<file path="config.mk">
export PLATFORM = sky130hd
export DESIGN_NAME = dmem_arbiter
export DESIGN_NICKNAME = d
export VERILOG_FILES = /design/src/rtl/dmem_pkg.sv /design/src/rtl/dmem_req_check.sv /design/src/rtl/dmem_arbiter.sv
export SDC_FILE = /design/constraint.sdc
export NUM_CORES = 1
export LEC_CHECK = 0
export BUFFER_PORTS_ARGS = -buffer_cell sky130_fd_sc_hd__buf_2
export CORE_AREA = 2 2 108 110
export DETAILED_ROUTE_END_ITERATION = 7
export DIE_AREA = 0 0 110 112
export GPL_ROUTABILITY_DRIVEN = 0
export GPL_TIMING_DRIVEN = 0
export PLACE_DENSITY = 0.94
export SYNTH_ARGS = -nofsm -noshare
export SYNTH_HDL_FRONTEND = slang
export SYNTH_SLANG_ARGS = --single-unit
</file>
<file path="constraint.sdc">
create_clock -name clock -period 9.05 [get_ports clock]
set_input_delay 0.905 -clock clock [delete_from_list [all_inputs] [get_ports clock]]
set_output_delay 0.905 -clock clock [all_outputs]
set_load 0.1 [all_outputs]
</file>
<file path="src/rtl/dmem_pkg.sv">
`default_nettype none
// ============================================================================
// Module      : dmem_pkg
// Description : Shared types and helpers for the data-memory arbiter.
//               Holds the memory access type encoding, the sequencer
//               state encoding and the access-size helper.
// Revision    : 1.0 - initial release
// ============================================================================
package dmem_pkg;

    // Memory access type as seen by data_mem.
    typedef enum logic [2:0] {
        BYTE  = 3'b000,
        HALF  = 3'b001,
        WORD  = 3'b010,
        BYTEU = 3'b011,
        HALFU = 3'b100
    } mem_type_e;

    // Sequencer states: accept, single memory access, held response.
    typedef enum logic [1:0] {
        IDLE   = 2'b00,
        ACCESS = 2'b01,
        RESP   = 2'b10
    } state_e;

    // Number of bytes touched by an access of the given type.
    // Undefined encodings report 1; they are rejected by the checker anyway.
    function automatic logic [2:0] size_of(mem_type_e t);
        case (t)
            HALF, HALFU: size_of = 3'd2;
            WORD:        size_of = 3'd4;
            default:     size_of = 3'd1;
        endcase
    endfunction

endpackage : dmem_pkg
`default_nettype wire

</file>
<file path="src/rtl/dmem_req_check.sv">
`default_nettype none
// ============================================================================
// Module      : dmem_req_check
// Description : Combinational legality check for one latched memory request.
//               Flags misalignment, accesses running past DEPTH, stores of
//               the unsigned load-only types and undefined type encodings.
// Ports       : type_i  [2:0]    access type
//               addr_i  [AW-1:0] byte address
//               write_i          1 = store
//               err_o            1 = request must not reach data_mem
// Revision    : 1.0 - initial release
// ============================================================================
module dmem_req_check
    import dmem_pkg::*;
#(
    parameter int DEPTH = 32,
    parameter int AW    = 32
) (
    input  logic [2:0]    type_i,
    input  logic [AW-1:0] addr_i,
    input  logic          write_i,
    output logic          err_o
);

    localparam logic [AW:0] c_DEPTH = (AW+1)'(DEPTH);

    mem_type_e   w_type;
    logic [AW:0] w_end;
    logic        w_align_err;
    logic        w_range_err;
    logic        w_type_err;

    always_comb begin
        w_type      = mem_type_e'(type_i);
        // One extra bit so an address near the top of the space cannot wrap.
        w_end       = {1'b0, addr_i} + (AW+1)'(size_of(w_type));
        w_range_err = (w_end > c_DEPTH);
        w_align_err = 1'b0;
        w_type_err  = 1'b0;
        case (w_type)
            BYTE: ;
            BYTEU: w_type_err = write_i;
            HALF:  w_align_err = addr_i[0];
            HALFU: begin
                w_align_err = addr_i[0];
                w_type_err  = write_i;
            end
            WORD:  w_align_err = |addr_i[1:0];
            default: w_type_err = 1'b1;
        endcase
        err_o = w_align_err | w_range_err | w_type_err;
    end

endmodule : dmem_req_check
`default_nettype wire

</file>
<file path="src/rtl/dmem_arbiter.sv">
`default_nettype none
// ============================================================================
// Module      : dmem_arbiter
// Description : Two-port round-robin arbiter and sequencer for data_mem.
//               Port 0 = pipeline load/store, port 1 = debug/loader.
//               One request in flight: IDLE (accept) -> ACCESS (single
//               memory cycle) -> RESP (response held until taken).
// Ports       : clock, reset          clock, synchronous active-high reset
//               req_valid/ready [1:0] request handshake per port
//               req_write/type/addr/wdata  request payload per port
//               rsp_valid/ready [1:0] response handshake per port
//               rsp_rdata [31:0]      load data (shared), rsp_err reject flag
//               mem_red_enable, mem_write_enable, mem_type, mem_addr,
//               mem_wdata             data_mem controls (owned here)
//               mem_redata [31:0]     combinational read data from data_mem
// Revision    : 1.0 - initial release
// ============================================================================
module dmem_arbiter
    import dmem_pkg::*;
#(
    parameter int DEPTH = 32,
    parameter int AW    = 32
) (
    input  logic                clock,
    input  logic                reset,
    input  logic [1:0]          req_valid,
    output logic [1:0]          req_ready,
    input  logic [1:0]          req_write,
    input  logic [1:0][2:0]     req_type,
    input  logic [1:0][AW-1:0]  req_addr,
    input  logic [1:0][31:0]    req_wdata,
    output logic [1:0]          rsp_valid,
    input  logic [1:0]          rsp_ready,
    output logic [31:0]         rsp_rdata,
    output logic                rsp_err,
    output logic                mem_red_enable,
    output logic                mem_write_enable,
    output logic [2:0]          mem_type,
    output logic [31:0]         mem_addr,
    output logic [31:0]         mem_wdata,
    input  logic [31:0]         mem_redata
);

    state_e         state_q, state_d;
    logic           last_grant_q, last_grant_d;
    logic           id_q, id_d;
    logic           write_q, write_d;
    logic [2:0]     type_q, type_d;
    logic [AW-1:0]  addr_q, addr_d;
    logic [31:0]    wdata_q, wdata_d;
    logic           err_q, err_d;
    logic [31:0]    rdata_q, rdata_d;

    logic           w_grant;
    logic           w_hs;
    logic           w_err;

    dmem_req_check #(
        .DEPTH (DEPTH),
        .AW    (AW)
    ) u_check (
        .type_i  (type_q),
        .addr_i  (addr_q),
        .write_i (write_q),
        .err_o   (w_err)
    );

    always_comb begin
        // Contention goes to the port that was not served last; otherwise
        // the single valid port wins (port 0 when nothing is valid, unused).
        w_grant = (req_valid == 2'b11) ? ~last_grant_q : req_valid[1];
        w_hs    = (state_q == IDLE) && (|req_valid);

        state_d      = state_q;
        last_grant_d = last_grant_q;
        id_d         = id_q;
        write_d      = write_q;
        type_d       = type_q;
        addr_d       = addr_q;
        wdata_d      = wdata_q;
        err_d        = err_q;
        rdata_d      = rdata_q;

        req_ready        = 2'b00;
        rsp_valid        = 2'b00;
        rsp_err          = 1'b0;
        mem_red_enable   = 1'b0;
        mem_write_enable = 1'b0;
        mem_type         = 3'b000;
        mem_addr         = 32'd0;
        mem_wdata        = 32'd0;

        case (state_q)
            IDLE: begin
                if (w_hs) begin
                    req_ready[w_grant] = 1'b1;
                    state_d            = ACCESS;
                    last_grant_d       = w_grant;
                    id_d               = w_grant;
                    write_d            = req_write[w_grant];
                    type_d             = req_type[w_grant];
                    addr_d             = req_addr[w_grant];
                    wdata_d            = req_wdata[w_grant];
                end
            end
            ACCESS: begin
                state_d = RESP;
                err_d   = w_err;
                // Rejected requests and stores both return zero data.
                rdata_d = (!w_err && !write_q) ? mem_redata : 32'd0;
                if (!w_err) begin
                    mem_red_enable   = ~write_q;
                    mem_write_enable = write_q;
                    mem_type         = type_q;
                    mem_addr         = 32'(addr_q);
                    mem_wdata        = wdata_q;
                end
            end
            RESP: begin
                rsp_valid[id_q] = 1'b1;
                rsp_err         = err_q;
                if (rsp_ready[id_q]) begin
                    state_d = IDLE;
                end
            end
            default: state_d = IDLE;
        endcase
    end

    assign rsp_rdata = rdata_q;

    always_ff @(posedge clock) begin
        if (reset) begin
            state_q      <= IDLE;
            last_grant_q <= 1'b1;
            id_q         <= 1'b0;
            write_q      <= 1'b0;
            type_q       <= 3'b000;
            addr_q       <= '0;
            wdata_q      <= 32'd0;
            err_q        <= 1'b0;
            rdata_q      <= 32'd0;
        end else begin
            state_q      <= state_d;
            last_grant_q <= last_grant_d;
            id_q         <= id_d;
            write_q      <= write_d;
            type_q       <= type_d;
            addr_q       <= addr_d;
            wdata_q      <= wdata_d;
            err_q        <= err_d;
            rdata_q      <= rdata_d;
        end
    end

endmodule : dmem_arbiter
`default_nettype wire

</file>
# Word level (Yosys, flattened, before mapping)
# Index checks and enable logic that the tools add are counted.
# word_totals
register_bits	105
input_bits	174
output_inout_bits	106
elab_cells	79
# classes
n_addsub	1
magnitude_cmp	5
eq_ne	9
mux	36
bitwise	4
reduce_logical	15
# op_table
op	count
32-bit two-way mux	9
32-bit by 3-bit adder with 33-bit output	1
33-bit by 6-bit greater-than comparator with 1-bit output (second input constant)	1
1-bit two-way mux	12
3-bit two-way mux	4
2-bit two-way mux	5
2-bit OR reduction	4
3-bit by 2-bit equality test with 1-bit output (second input constant)	2
2-bit one-hot mux with 3 select lines	1
3-bit one-hot mux with 2 select lines	1
2-bit equality test (second input constant)	2
1-bit logical AND	4
1-bit by 2-bit less-than comparator with 1-bit output (second input constant)	2
2-bit != test (second input constant)	2
1-bit one-hot mux with 2 select lines	2
2-bit AND reduction	2
3-bit by 1-bit equality test with 1-bit output (second input constant)	1
3-bit equality test (second input constant)	1
3-bit logical NOT	1
3-bit OR reduction	1
1-bit demux with 1-bit select	2
2-bit by 1-bit equality test with 1-bit output (second input constant)	1
1-bit >= comparator (second input constant)	2
1-bit logical NOT	2
3 further kinds	5

# Longest topological paths before layout
# Gate-level depths: netlist of the first run.
# logic_depth
ltp_word	10
ltp_mapped	14
mapped_depth_nobuf	11

# Cells and area by module
# A second synthesis of the first run with hierarchy kept.
# unflattened
hier_cells	733
area_unflattened_um2	5740.5
# modules_own_cells
mod	n_inst	cells_per_inst	area_each_um2	seq_area_each_um2
dmem_arbiter	1	606	4830.9	2102.0
dmem_req_check	1	127	909.6	0.0

# Worst setup path before layout of the first run
# Ideal clock, no wire load.
# synth_timing
path_type	register -> output
startpoint	register type_q[2]
endpoint	output mem_red_enable
t_arrival_ns	4.437
required_time_ns	8.145
slack_ns	3.708
stages_incl_launch_ff	14
path_buffers	2
cell_sequence	dfxtp_1 > clkbuf_1 > xor2_1 > o21ai_1 > ha_1 > fa_1 > a21oi_1 > nor3_1 > buf_4 > a2111oi_0 > o21bai_1 > nand3_1 > nor4_4 > nor2b_1
# synth_between
elab_chain_len	9
word_cells_on_any_way	17
cone_classes	1 x add/sub; 1 x order compare; 4 x eq/ne; 5 x mux; 2 x bitwise; 4 x reduce/logical
# synth_rtl
element	line	text
from (decl)	dmem_arbiter.sv:48	logic [2:0] type_q, type_d;
from (signal assigned)	dmem_arbiter.sv:148	type_q <= type_d;
3-bit by 1-bit equality test with 1-bit output or 3-bit equality test (tied branches)	dmem_pkg.sv:30, dmem_req_check.sv:40	
2-bit OR reduction (no source line)	-	
3-bit one-hot mux with 2 select lines	dmem_pkg.sv:30	case (t)
32-bit by 3-bit adder with 33-bit output	dmem_req_check.sv:36	w_end = {1'b0, addr_i} + (AW+1)'(size_of(w_type));
33-bit by 6-bit greater-than comparator with 1-bit output	dmem_req_check.sv:37	w_range_err = (w_end > c_DEPTH);
1-bit OR	dmem_req_check.sv:51	err_o = w_align_err | w_range_err | w_type_err;
1-bit OR *	dmem_req_check.sv:51	
1-bit two-way mux *	dmem_arbiter.sv:111	if (!w_err) begin
1-bit two-way mux *	dmem_arbiter.sv:93	case (state_q)
to (decl)	dmem_arbiter.sv:36	output logic mem_red_enable,
# Every way passes the cells marked *; elsewhere a longest branch is shown, timed or not.

# Worst setup path in the final report of the first run
# layout_timing
startpoint	register type_q[2]
endpoint	output mem_wdata[30]
# layout_between
elab_chain_len	9
word_cells_on_any_way	17
cone_classes	1 x add/sub; 1 x order compare; 4 x eq/ne; 5 x mux; 2 x bitwise; 4 x reduce/logical
# layout_rtl
element	line	text
3-bit by 1-bit equality test with 1-bit output or 3-bit equality test (tied branches)	dmem_pkg.sv:30, dmem_req_check.sv:40	
2-bit OR reduction (no source line)	-	
3-bit one-hot mux with 2 select lines	dmem_pkg.sv:30	
32-bit by 3-bit adder with 33-bit output	dmem_req_check.sv:36	
33-bit by 6-bit greater-than comparator with 1-bit output	dmem_req_check.sv:37	
1-bit OR	dmem_req_check.sv:51	
1-bit OR *	dmem_req_check.sv:51	
32-bit two-way mux *	dmem_arbiter.sv:111	
32-bit two-way mux *	dmem_arbiter.sv:93	
to (decl)	dmem_arbiter.sv:40	output logic [31:0] mem_wdata,
# Marks and branches as above.

==> results.yml, run 1 <==
clock_network:
  post-cts-setup-buffers: 0
  num_cts_buffers: 9
  cts_htree_levels: 3
  postCtsResizedCells: 0
  worst_skew_pair.late_latency_ns: 0.35
  path_clk_slew_ns: 0.07
  post_cts_hold_buffer_count: 0
  tritoncts_num_sinks: 105
  tritoncts: "yes"
  clock_path_buffers: 2
  cts.root.buffer_cell: "sky130_fd_sc_hd__clkbuf_16"
final_layout:
  area_delta_synth_final_pct: 33.72
  n_antenna_cell: 0
  filler_cell_count: 939
  finalNetCount: 1084
  regArea_sq_mm: 0.002102
  layout.cells.most_common: "sky130_fd_sc_hd__buf_2"
  post_route_cells_drive_above_1_share: 0.3484
  mostFrequentLayoutCells: "sky130_fd_sc_hd__buf_2 (254), sky130_fd_sc_hd__dfxtp_1 (105), sky130_fd_sc_hd__nor2_1 (82)"
  area_of_combinational_cells_with_multiple_inputs_sq_mm: 0.002954
drt:
  detail_route.first_pass.iterations: 8
  drc_viols: 11
  via_count: 6078
  route.final.wire_length_microns: 17830
  vias_per_cell: 5.772
  count_of_nets_left_with_antenna_violations_after_detail_routing: 0
  drt_first_iter_violations: 744
  detail_route.wl_per_cell_microns: 16.93
setup_path:
  crit_arrival_ns: 5.01
  crit_slowest_cell: "sky130_fd_sc_hd__nor4_4"
  critical_r2r_launch: "type_q[2]"
  critical_path.startpoint_type: "register"
  cp_cell_sequence: "clkbuf_1 > xor2_1 > o21ai_1 > ha_1 > fa_1 > a21oi_1 > nor3_1 > buf_4 > a2111oi_0 > o21bai_1 > nand3_1 > nor4_4 > buf_6 > and2_1 > buf_2"
  critPathBufInv: 4
  worst-r2r-setup-slack_ns: 4.80
  cpLargestDelayFamily: "simple AND/OR/NAND/NOR gates"
  critPathMaxStageDelay_ns: 0.79
  ff2ff_path_depth: 14
  regToRegEndpoint: "err_q"
  critPathRequiredTime_ns: 8.15
  timing.setup.critical_path_class: "register to output port"
  worstPathMaxFanout: 10
  cp-end-kind: "output port"
yosys:
  synth-seq-cells: 105
  dominant_register_cell_in_the_synthesized_netlist: "sky130_fd_sc_hd__dfxtp_1"
  sequential_cell_area_fraction_in_the_yosys_report: 0.3861
  synthesis.area_per_instance_sq_um: 8.823
  synth-edff-count: 0
  syn-cell-area_sq_mm: 0.005444
  netlist-cell-type-count: 67
  ys_async_sr_fraction: 0
  synthesis.yosys.warnings: 0
  synth_cells: 617
sta:
  setup_viol_count_final: 0
  finalCriticalPeriod_ns: 5.919
  tns_ns: 0
  worstMarginPinSlew_ns: 0.9187
  max-slew-margin-rel: 0.3834
  grt_setup_unrepaired: "no"
  final-hold-violation-count: 0
  clock-skew-final_ns: 0.006061
  timing_max_transition_violations_final: 0
  fmax_ghz: 0.1689
  layout_worst_path_cycle_share: 0.6540
grt:
  number_of_global_route_vias_before_repair: 5623
  grt_antenna_before_repair: 0
  grt_max_degree: 17
  grt_overflow_total: 0
  grt_util_overall: 0.2813
  grt_pass1_wl_microns: 27090
floorplanning:
  effective_utilization_at_floorplan: 0.4872
  die_width_microns: 110
  core_area_sq_mm: 0.01117
  chipHeight_microns: 112
  die_outline_area_sq_mm: 0.01232
  boundaryPins: 280
  rows: 39
min_path:
  holdCritPathClass: "register to register"
  holdPathStages: 2
  min_delay_worst_endpoint: "rsp_rdata[25]"
  timing.hold.worst.start: "rsp_rdata[25]"
power_and_ir_drop:
  total_power_w: 0.001252
  power_density_mw_per_mm2: 172.0
  power.static_leakage_nw: 3.379
  worst_ir_drop_vdd_v: 0.0001633
run_status:
  run_status: "finished with violations"
  violated_checks: "DRC"
placed_design:
  place_hpwl_microns: 13640
  io_buffers: 253
job:
  drv.max_cap_violation_count: 0
==> worst max-delay path by stage <==
stage / from / endpoint / slack, ns / cells after the start
6_report: type_q[2] / mem_wdata[30] / 3.13 / 15
2_1_floorplan: type_q[2] / mem_red_enable / 3.71 / 13
5_1_grt: type_q[2] / mem_wdata[30] / 2.81 / 15
4_1_cts: type_q[2] / mem_wdata[30] / 3.12 / 15
3_5_place_dp: type_q[2] / mem_wdata[30] / 3.48 / 15
3_3_place_gp: type_q[2] / mem_addr[0] / 3.58 / 15
==> stage by stage <==
step,util,setup WS (ns),instance area (sq um),hold slack [ns],std cells
finish,0.6514,3.131,7279,0.4399,1053
global route,0.6514,2.812,7279,0.4618,1053
CTS,0.6514,3.122,7279,0.4424,1053
detailed placement,0.6249,3.484,6983,0.4331,1038
global placement,0.6249,3.584,6983,0.4284,1038
floorplan,-,3.708,5538,0.4360,642
==> flip-flops by register name, summed over array words and instances (netlist names) <==
| register | cells |
|---|---|
| addr_q | 32 |
| err_q | 1 |
| id_q | 1 |
| last_grant_q | 1 |
| rsp_rdata | 32 |
| state_q | 2 |
| type_q | 3 |
| wdata_q | 32 |
| write_q | 1 |
==> worst min-delay path, stage by stage (launching register included) <==
cell                      delay (ns)
sky130_fd_sc_hd__dfxtp_1        0.31
sky130_fd_sc_hd__nand2_1        0.05
sky130_fd_sc_hd__o21ai_1        0.05
==> final cells by class <==
| class | count | share of cell area |
|---|---|---|
| clock buffer | 11 | 0.03334 |
| buffer | 84 | 0.06463 |
| sequential | 105 | 0.2888 |
| timing repair buffer | 253 | 0.1739 |
| clock inverter | 4 | 0.007391 |
| multi-input combinational | 450 | 0.4058 |
| tap | 143 | 0.02458 |
| inverter | 3 | 0.001547 |
==> cells by family (layout without fill, tap and decap cells) <==
group | after synthesis | in the layout | share of synthesized area
muxes | 2 | 2 | 0.003677
DFF | 105 | 105 | 0.3861
AOI/OAI and AO/OA | 149 | 149 | 0.2229
adders and majority gates | 4 | 4 | 0.01057
xor gates and xnor gates | 3 | 3 | 0.004827
other | 1 | 26 | 0.0006888
and+or+nand+nor | 266 | 266 | 0.2827
buffers and inverters | 87 | 355 | 0.08848
==> synthesized netlist by cell type (2+ instances only) <==
library cell	count	area, sq um
sky130_fd_sc_hd__nor3b_1	2	15.01
sky130_fd_sc_hd__dfxtp_1	105	2102
sky130_fd_sc_hd__o31a_1	2	17.52
sky130_fd_sc_hd__clkbuf_2	6	30.03
sky130_fd_sc_hd__mux2i_1	2	20.02
sky130_fd_sc_hd__inv_1	3	11.26
sky130_fd_sc_hd__and4_1	5	43.79
sky130_fd_sc_hd__and3_1	10	62.56
sky130_fd_sc_hd__nor3_1	6	30.03
sky130_fd_sc_hd__ha_1	3	37.54
sky130_fd_sc_hd__nand2_1	38	142.6
sky130_fd_sc_hd__a31o_2	2	17.52
sky130_fd_sc_hd__a21oi_1	7	35.03
sky130_fd_sc_hd__nand3_1	10	50.05
sky130_fd_sc_hd__o21ai_1	32	160.2
sky130_fd_sc_hd__buf_6	6	67.56
sky130_fd_sc_hd__a222oi_1	68	680.7
sky130_fd_sc_hd__and4b_1	2	20.02
sky130_fd_sc_hd__xor2_1	2	17.52
sky130_fd_sc_hd__nor2b_1	4	25.02
sky130_fd_sc_hd__nand4_1	11	68.82
sky130_fd_sc_hd__nor2_1	82	307.8
sky130_fd_sc_hd__a31oi_1	5	31.28
sky130_fd_sc_hd__clkbuf_1	43	161.4
sky130_fd_sc_hd__a211o_1	4	35.03
sky130_fd_sc_hd__a2111oi_0	2	17.52
sky130_fd_sc_hd__and2_1	47	294.0
sky130_fd_sc_hd__buf_4	27	202.7
sky130_fd_sc_hd__o21ai_0	6	30.03
sky130_fd_sc_hd__nor4_1	5	31.28
sky130_fd_sc_hd__or4b_1	32	320.3
sky130_fd_sc_hd__o21a_1	2	15.01
sky130_fd_sc_hd__or3_1	2	12.51
==> per-layer routing <==
metal  wire length (microns)  part of all wire  track usage
met5                       0                 0            0
met4                     454             0.025       0.1190
met3                    1643             0.092      0.06030
met2                    8792              0.49       0.4855
met1                    6939              0.39       0.3312
==> power breakdown <==
part           internal (W)  leakage [nW]  switching (W)
registers          0.000497         0.860      0.0000310
clock network      0.000221         0.138       0.000173
logic              0.000121          2.38       0.000208
No activity file was read; power rests on OpenSTA's default activity.
==> run 2: changes to the inputs <==
Settings changed: ABC_AREA from default to 1, CORE_AREA 2 2 108 110 to 2 2 116 118, DIE_AREA 0 0 110 112 to 0 0 118 120, PLACE_DENSITY 0.94 to 0.89.
Clock period 9.05 ns to 5.6 ns, I/O delays scaled along.
==> results.yml, run 2 <==
run_status:
  run_status: "complete, no violations"
power_and_ir_drop:
  part_of_the_total_power_dissipated_in_sequential_elements: 0.416
  power.static_leakage_nw: 3.591
  power_density_mw_per_mm2: 252.8
  internal_pwr_total_w: 0.001296
  total_power_w: 0.002010
  net_switching_component_of_the_power_w: 0.0007142
  p_clk_frac: 0.324
  swShare: 0.3553
  worst_ir_drop_vdd_v: 0.0001670
  combPwrFrac: 0.260
min_path:
  timing.hold.worst.start: "req_wdata[4]"
  holdCritPathClass: "primary input to register"
setup_path:
  critPathMaxStageDelay_ns: 0.47
  cp_common_cell: "sky130_fd_sc_hd__nand2_1"
  cp_cell_sequence: "nor2_1 > nand2_1 > nand2_1 > inv_1 > ha_1 > fa_1 > nand3_1 > nand2_2 > nand2_2 > o21ai_0 > nand2_1 > nand2_1 > nor2_1 > nand2_1 > nor2_1 > nand3_2 > nor2_8 > inv_2 > buf_6 > nor2_1 > buf_2"
  critPathRequiredTime_ns: 5.04
  crit_arrival_ns: 4.15
  cp-end-kind: "output port"
  timing.setup.critical_path_class: "register to output port"
  crit_slowest_cell: "sky130_fd_sc_hd__buf_2"
  worst_setup_path_startpoint: "type_q[2]"
  critical_path.startpoint_type: "register"
  critical_r2r_launch: "type_q[2]"
  worstPathMaxFanout: 10
clock_network:
  postCtsResizedCells: 0
  tritoncts_num_sinks: 105
  worst_skew_pair.late_latency_ns: 0.36
  cts_htree_levels: 3
  cts.root.buffer_cell: "sky130_fd_sc_hd__clkbuf_16"
  tritoncts: "yes"
  path_clk_slew_ns: 0.08
  clock_path_buffers: 2
  num_cts_buffers: 9
  post-cts-setup-buffers: 0
  post_cts_hold_buffer_count: 0
sta:
  worst_slack_ns: 0.8916
  tns_ns: 0
  timing_max_transition_violations_final: 0
  fmax_ghz: 0.2124
  setup_viol_count_final: 0
  max-slew-margin-rel: 0.5006
  worstMarginPinSlew_ns: 0.7491
  final-hold-violation-count: 0
  finalCriticalPeriod_ns: 4.708
  clock-skew-final_ns: 0.01244
  grt_setup_unrepaired: "no"
  layout_worst_path_cycle_share: 0.8408
yosys:
  synth-seq-cells: 105
  yosysMostFrequentCell: "sky130_fd_sc_hd__nor2_1"
  synth.top_cells.by_area: "sky130_fd_sc_hd__dfxtp_1 (35%), sky130_fd_sc_hd__nor2_1 (14%), sky130_fd_sc_hd__nand2_1 (9.7%), sky130_fd_sc_hd__a221oi_1 (9.4%), sky130_fd_sc_hd__inv_1 (5.8%)"
  synth_cells: 876
  ys_async_sr_fraction: 0
  dominant_register_cell_in_the_synthesized_netlist: "sky130_fd_sc_hd__dfxtp_1"
  sequential_cell_area_fraction_in_the_yosys_report: 0.3470
  synthesis.yosys.warnings: 0
  syn-cell-area_sq_mm: 0.006058
  synth_top_cell_by_area: "sky130_fd_sc_hd__dfxtp_1"
  synth-edff-count: 0
  netlist-cell-type-count: 33
  synth_top_cell_area_share: 0.3470
  synthesis.area_per_instance_sq_um: 6.916
  ys_top_cells_by_count: "sky130_fd_sc_hd__nor2_1 (229), sky130_fd_sc_hd__nand2_1 (157), sky130_fd_sc_hd__dfxtp_1 (105)"
placed_design:
  place_hpwl_microns: 15340
  dp_worst_setup_slack_ns: 1.330
  io_buffers: 252
grt:
  grt_max_degree: 21
  grt_overflow_total: 0
  grt_util_overall: 0.2707
  grt_pass1_wl_microns: 30630
  number_of_global_route_vias_before_repair: 6380
  grt_antenna_before_repair: 3
job:
  drv.max_cap_violation_count: 0
floorplanning:
  die_outline_area_sq_mm: 0.01416
  core_area_sq_mm: 0.01298
  effective_utilization_at_floorplan: 0.4667
  die_width_microns: 118
  rows: 42
  chipHeight_microns: 120
  boundaryPins: 280
final_layout:
  filler_cell_count: 1196
  layout.cells.most_common: "sky130_fd_sc_hd__buf_2"
  mostFrequentLayoutCells: "sky130_fd_sc_hd__buf_2 (254), sky130_fd_sc_hd__nor2_1 (229), sky130_fd_sc_hd__nand2_1 (157)"
  post_route_cells_drive_above_1_share: 0.3216
  area_delta_synth_final_pct: 31.25
  finalNetCount: 1342
drt:
  vias_per_cell: 5.064
  count_of_nets_left_with_antenna_violations_after_detail_routing: 0
  drt_first_iter_violations: 327
  detail_route.first_pass.iterations: 7
  route.final.wire_length_microns: 19640
  via_count: 6826
  detail_route.wl_per_cell_microns: 14.57
  drc_viols: 0
[run 2: critical path: cells and delay by family, from the launching register on]
family / cells / cell delay (ns)
buffers and inverters: 4 / 0.84
AND/OR/NAND/NOR: 14 / 1.83
flip-flops: 1 / 0.36
adder cells (fa/ha/maj): 2 / 0.64
AO/OA/AOI/OAI: 1 / 0.10
[run 2: final timing paths]
path	cells past startpoint	slack [ns]	to
setup reg to reg	20	2.32	rsp_rdata[28]
setup / recovery	21	0.89	mem_wdata[7]
hold reg to reg	2	0.46	rsp_rdata[1]
hold / removal	3	0.44	wdata_q[4]
[run 2: layout make-up]
type,instances,area (sq um),area share
repair buffers,252,1261,0.1586
clock buffers,10,239.0,0.03006
diodes,3,7.507,0.0009441
plain buffers,72,426.7,0.05366
clock inverters,6,71.32,0.008969
inverters,96,360.3,0.04532
well taps,176,220.2,0.02769
flip-flops and latches,105,2102,0.2644
multi-input cells,628,3263,0.4104
[run 2: through the flow]
step	util	cells	hold WS, ns	cell area (sq um)
finish	0.6126	1348	0.4352	7951
global route	0.6124	1347	0.4335	7949
CTS	0.6120	1345	0.4293	7944
detailed placement	0.5881	1329	0.4519	7634
global placement	0.5881	1329	0.4419	7634
floorplan	-	901	0.4333	6152
[run 2: per-layer routing]
metal	wire, microns	track usage	part of all wire	up-vias
met5	0	0	0	-
met4	746	0.1227	0.038	0
met3	1574	0.07605	0.080	61
met2	9797	0.4855	0.50	299
met1	7524	0.2969	0.38	3103
li1	-	-	-	3363
[run 2: cells by family after synthesis]
logic type               count (synthesis)  synth area share
other                                    1         0.0006190
AND/OR/NAND/NOR                        477            0.3550
buffers and inverters                  168            0.1299
flip-flops                             105            0.3470
adder cells (fa/ha/maj)                  4          0.009501
XOR/XNOR                                 8           0.01157
AO/OA/AOI/OAI                          113            0.1464
[run 2: power by group through the flow]
stage	clock, W	combinational [W]	sequential [W]
floorplan	0	0.000369	0.000849
global placement	0	0.000509	0.000851
detailed placement	0	0.000518	0.000852
CTS	0.000657	0.000521	0.000836
global route	0.000686	0.000574	0.000843
finish	0.000650	0.000524	0.000836
==> run 3: changes to the inputs <==
Clock period 5.6 ns to 4.5 ns, I/O delays scaled along.
==> results.yml, run 3 (synthesis results as in run 2) <==
run_status:
  run_status: "complete, no violations"
final_layout:
  area_delta_synth_final_pct: 34.43
  post_route_cells_drive_above_1_share: 0.3285
  finalNetCount: 1345
  layout.cells.most_common: "sky130_fd_sc_hd__nor2_1"
  final_design_area_no_fill_sq_mm: 0.008144
  filler_cell_count: 1149
  mostFrequentLayoutCells: "sky130_fd_sc_hd__nor2_1 (225), sky130_fd_sc_hd__buf_2 (214), sky130_fd_sc_hd__nand2_1 (157)"
clock_network:
  path_clk_slew_ns: 0.08
  cts_htree_levels: 3
  tritoncts_num_sinks: 105
  cts.root.buffer_cell: "sky130_fd_sc_hd__clkbuf_16"
  tritoncts: "yes"
  num_cts_buffers: 9
  worst_skew_pair.late_latency_ns: 0.36
  post_cts_hold_buffer_count: 0
  clock_path_buffers: 2
placed_design:
  dp_worst_setup_slack_ns: 0.3396
  io_buffers: 252
  place_hpwl_microns: 15340
  place_area_sq_mm: 0.007634
setup_path:
  critical_path.startpoint_type: "register"
  critPathMaxStageDelay_ns: 0.36
  crit_arrival_ns: 3.82
  cp_common_cell: "sky130_fd_sc_hd__nand2_1"
  critPathRequiredTime_ns: 4.05
  timing.setup.critical_path_class: "register to output port"
  critPathBufInv: 4
  crit_slowest_cell: "sky130_fd_sc_hd__dfxtp_2"
  worstPathMaxFanout: 10
  cp_cell_sequence: "nor2_2 > nor2_1 > nand2_1 > nand2_1 > inv_1 > ha_1 > fa_2 > nand3_1 > nand2_4 > nand2_2 > nor2_4 > nand2_1 > nand2_1 > nand2_1 > nor2_1 > nand2_1 > nor2_1 > nand3_2 > nor2_8 > inv_2 > buf_6 > nor2_1 > clkbuf_4"
  cpLargestDelayFamily: "simple AND/OR/NAND/NOR gates"
  cp-end-kind: "output port"
grt:
  grt_util_overall: 0.2708
  grt_pass1_wl_microns: 30640
  grt_antenna_before_repair: 3
  grt_max_degree: 21
  grt_overflow_total: 0
  number_of_global_route_vias_before_repair: 6387
sta:
  max-slew-margin-rel: 0.4999
  worst_slack_ns: 0.2342
  setup_viol_count_final: 0
  clock-skew-final_ns: 0.01321
  finalCriticalPeriod_ns: 4.266
  layout_worst_path_cycle_share: 0.9479
  worstMarginPinSlew_ns: 0.7474
  fmax_ghz: 0.2344
  final-hold-violation-count: 0
  tns_ns: 0
  timing_max_transition_violations_final: 0
  fin_hold_ws_ns: 0.3249
drt:
  drc_viols: 0
  detail_route.wl_per_cell_microns: 15.02
  count_of_nets_left_with_antenna_violations_after_detail_routing: 0
  via_count: 6983
  detail_route.first_pass.iterations: 5
  route.final.wire_length_microns: 20300
  drt_first_iter_violations: 382
  vias_per_cell: 5.165
job:
  drv.max_cap_violation_count: 0
floorplanning:
  boundaryPins: 280
  die_width_microns: 118
  chipHeight_microns: 120
  die_outline_area_sq_mm: 0.01416
  rows: 42
  core_area_sq_mm: 0.01298
  effective_utilization_at_floorplan: 0.4667
power_and_ir_drop:
  power_density_mw_per_mm2: 308.8
  combPwrFrac: 0.262
  internal_pwr_total_w: 0.001615
  part_of_the_total_power_dissipated_in_sequential_elements: 0.414
  net_switching_component_of_the_power_w: 0.0008993
  power.static_leakage_nw: 3.608
  swShare: 0.3576
  worst_ir_drop_vdd_v: 0.0002089
  p_clk_frac: 0.324
min_path:
  holdCritPathClass: "primary input to register"
-- run 3: metrics by stage --
| step | utilization | power [W] | cells |
|---|---|---|---|
| final | 0.6274 | 0.002515 | 1352 |
| after global routing | 0.6270 | 0.002626 | 1350 |
| after CTS | 0.6126 | 0.002506 | 1345 |
| after detailed placement | 0.5881 | 0.001705 | 1329 |
| after global placement | 0.5881 | 0.001693 | 1329 |
| after floorplan | - | 0.001516 | 901 |
-- run 3: cell type report --
| type | count | area, sq um | share of cell area |
|---|---|---|---|
| diodes | 4 | 10.01 | 0.001229 |
| clock buffers | 10 | 239.0 | 0.02934 |
| repair buffers | 255 | 1433 | 0.1759 |
| well taps | 176 | 220.2 | 0.02704 |
| clock inverters | 6 | 71.32 | 0.008757 |
| inverters | 96 | 360.3 | 0.04425 |
| multi-input cells | 628 | 3281 | 0.4028 |
| flip-flops and latches | 105 | 2103 | 0.2583 |
| plain buffers | 72 | 426.7 | 0.05239 |
-- run 3: what timing repair did --
item,CTS,global route
hold endpoints to repair,0,0
setup endpoints to repair,3,43
buffers inserted,0,3
pin swaps,0,1
gates resized for setup,3,92
-- run 3: final timing paths --
path              slack, ns     startpoint       endpoint  cells after the start
setup / recovery       0.23      type_q[2]  mem_wdata[11]                     23
hold / removal         0.32  req_wdata[18]    wdata_q[18]                      3
setup reg to reg       1.23      type_q[2]  rsp_rdata[10]                     23
hold reg to reg        0.46   rsp_rdata[1]   rsp_rdata[1]                      2
-- run 3: worst min-delay path, delay by kind of cell --
family	cells	cell delay (ns)
AO/OA/AOI/OAI	1	0.06
buffers and inverters	1	0.08
AND/OR/NAND/NOR	1	0.07
-- run 3: power groups by stage --
stage                     Sequential [W]  Clock (W)  Combinational [W]
final                            0.00104   0.000814           0.000658
after global placement           0.00106          0           0.000634
after detailed placement         0.00106          0           0.000645
after floorplan                  0.00106          0           0.000459
after global routing             0.00105   0.000856           0.000719
after CTS                        0.00104   0.000818           0.000648
-- run 3: metal layers --
metal  routed length (microns)  GRT usage
met5                         0          0
met4                       836     0.1227
met1                      7544     0.2975
met3                      1695    0.07557
met2                     10230     0.4855
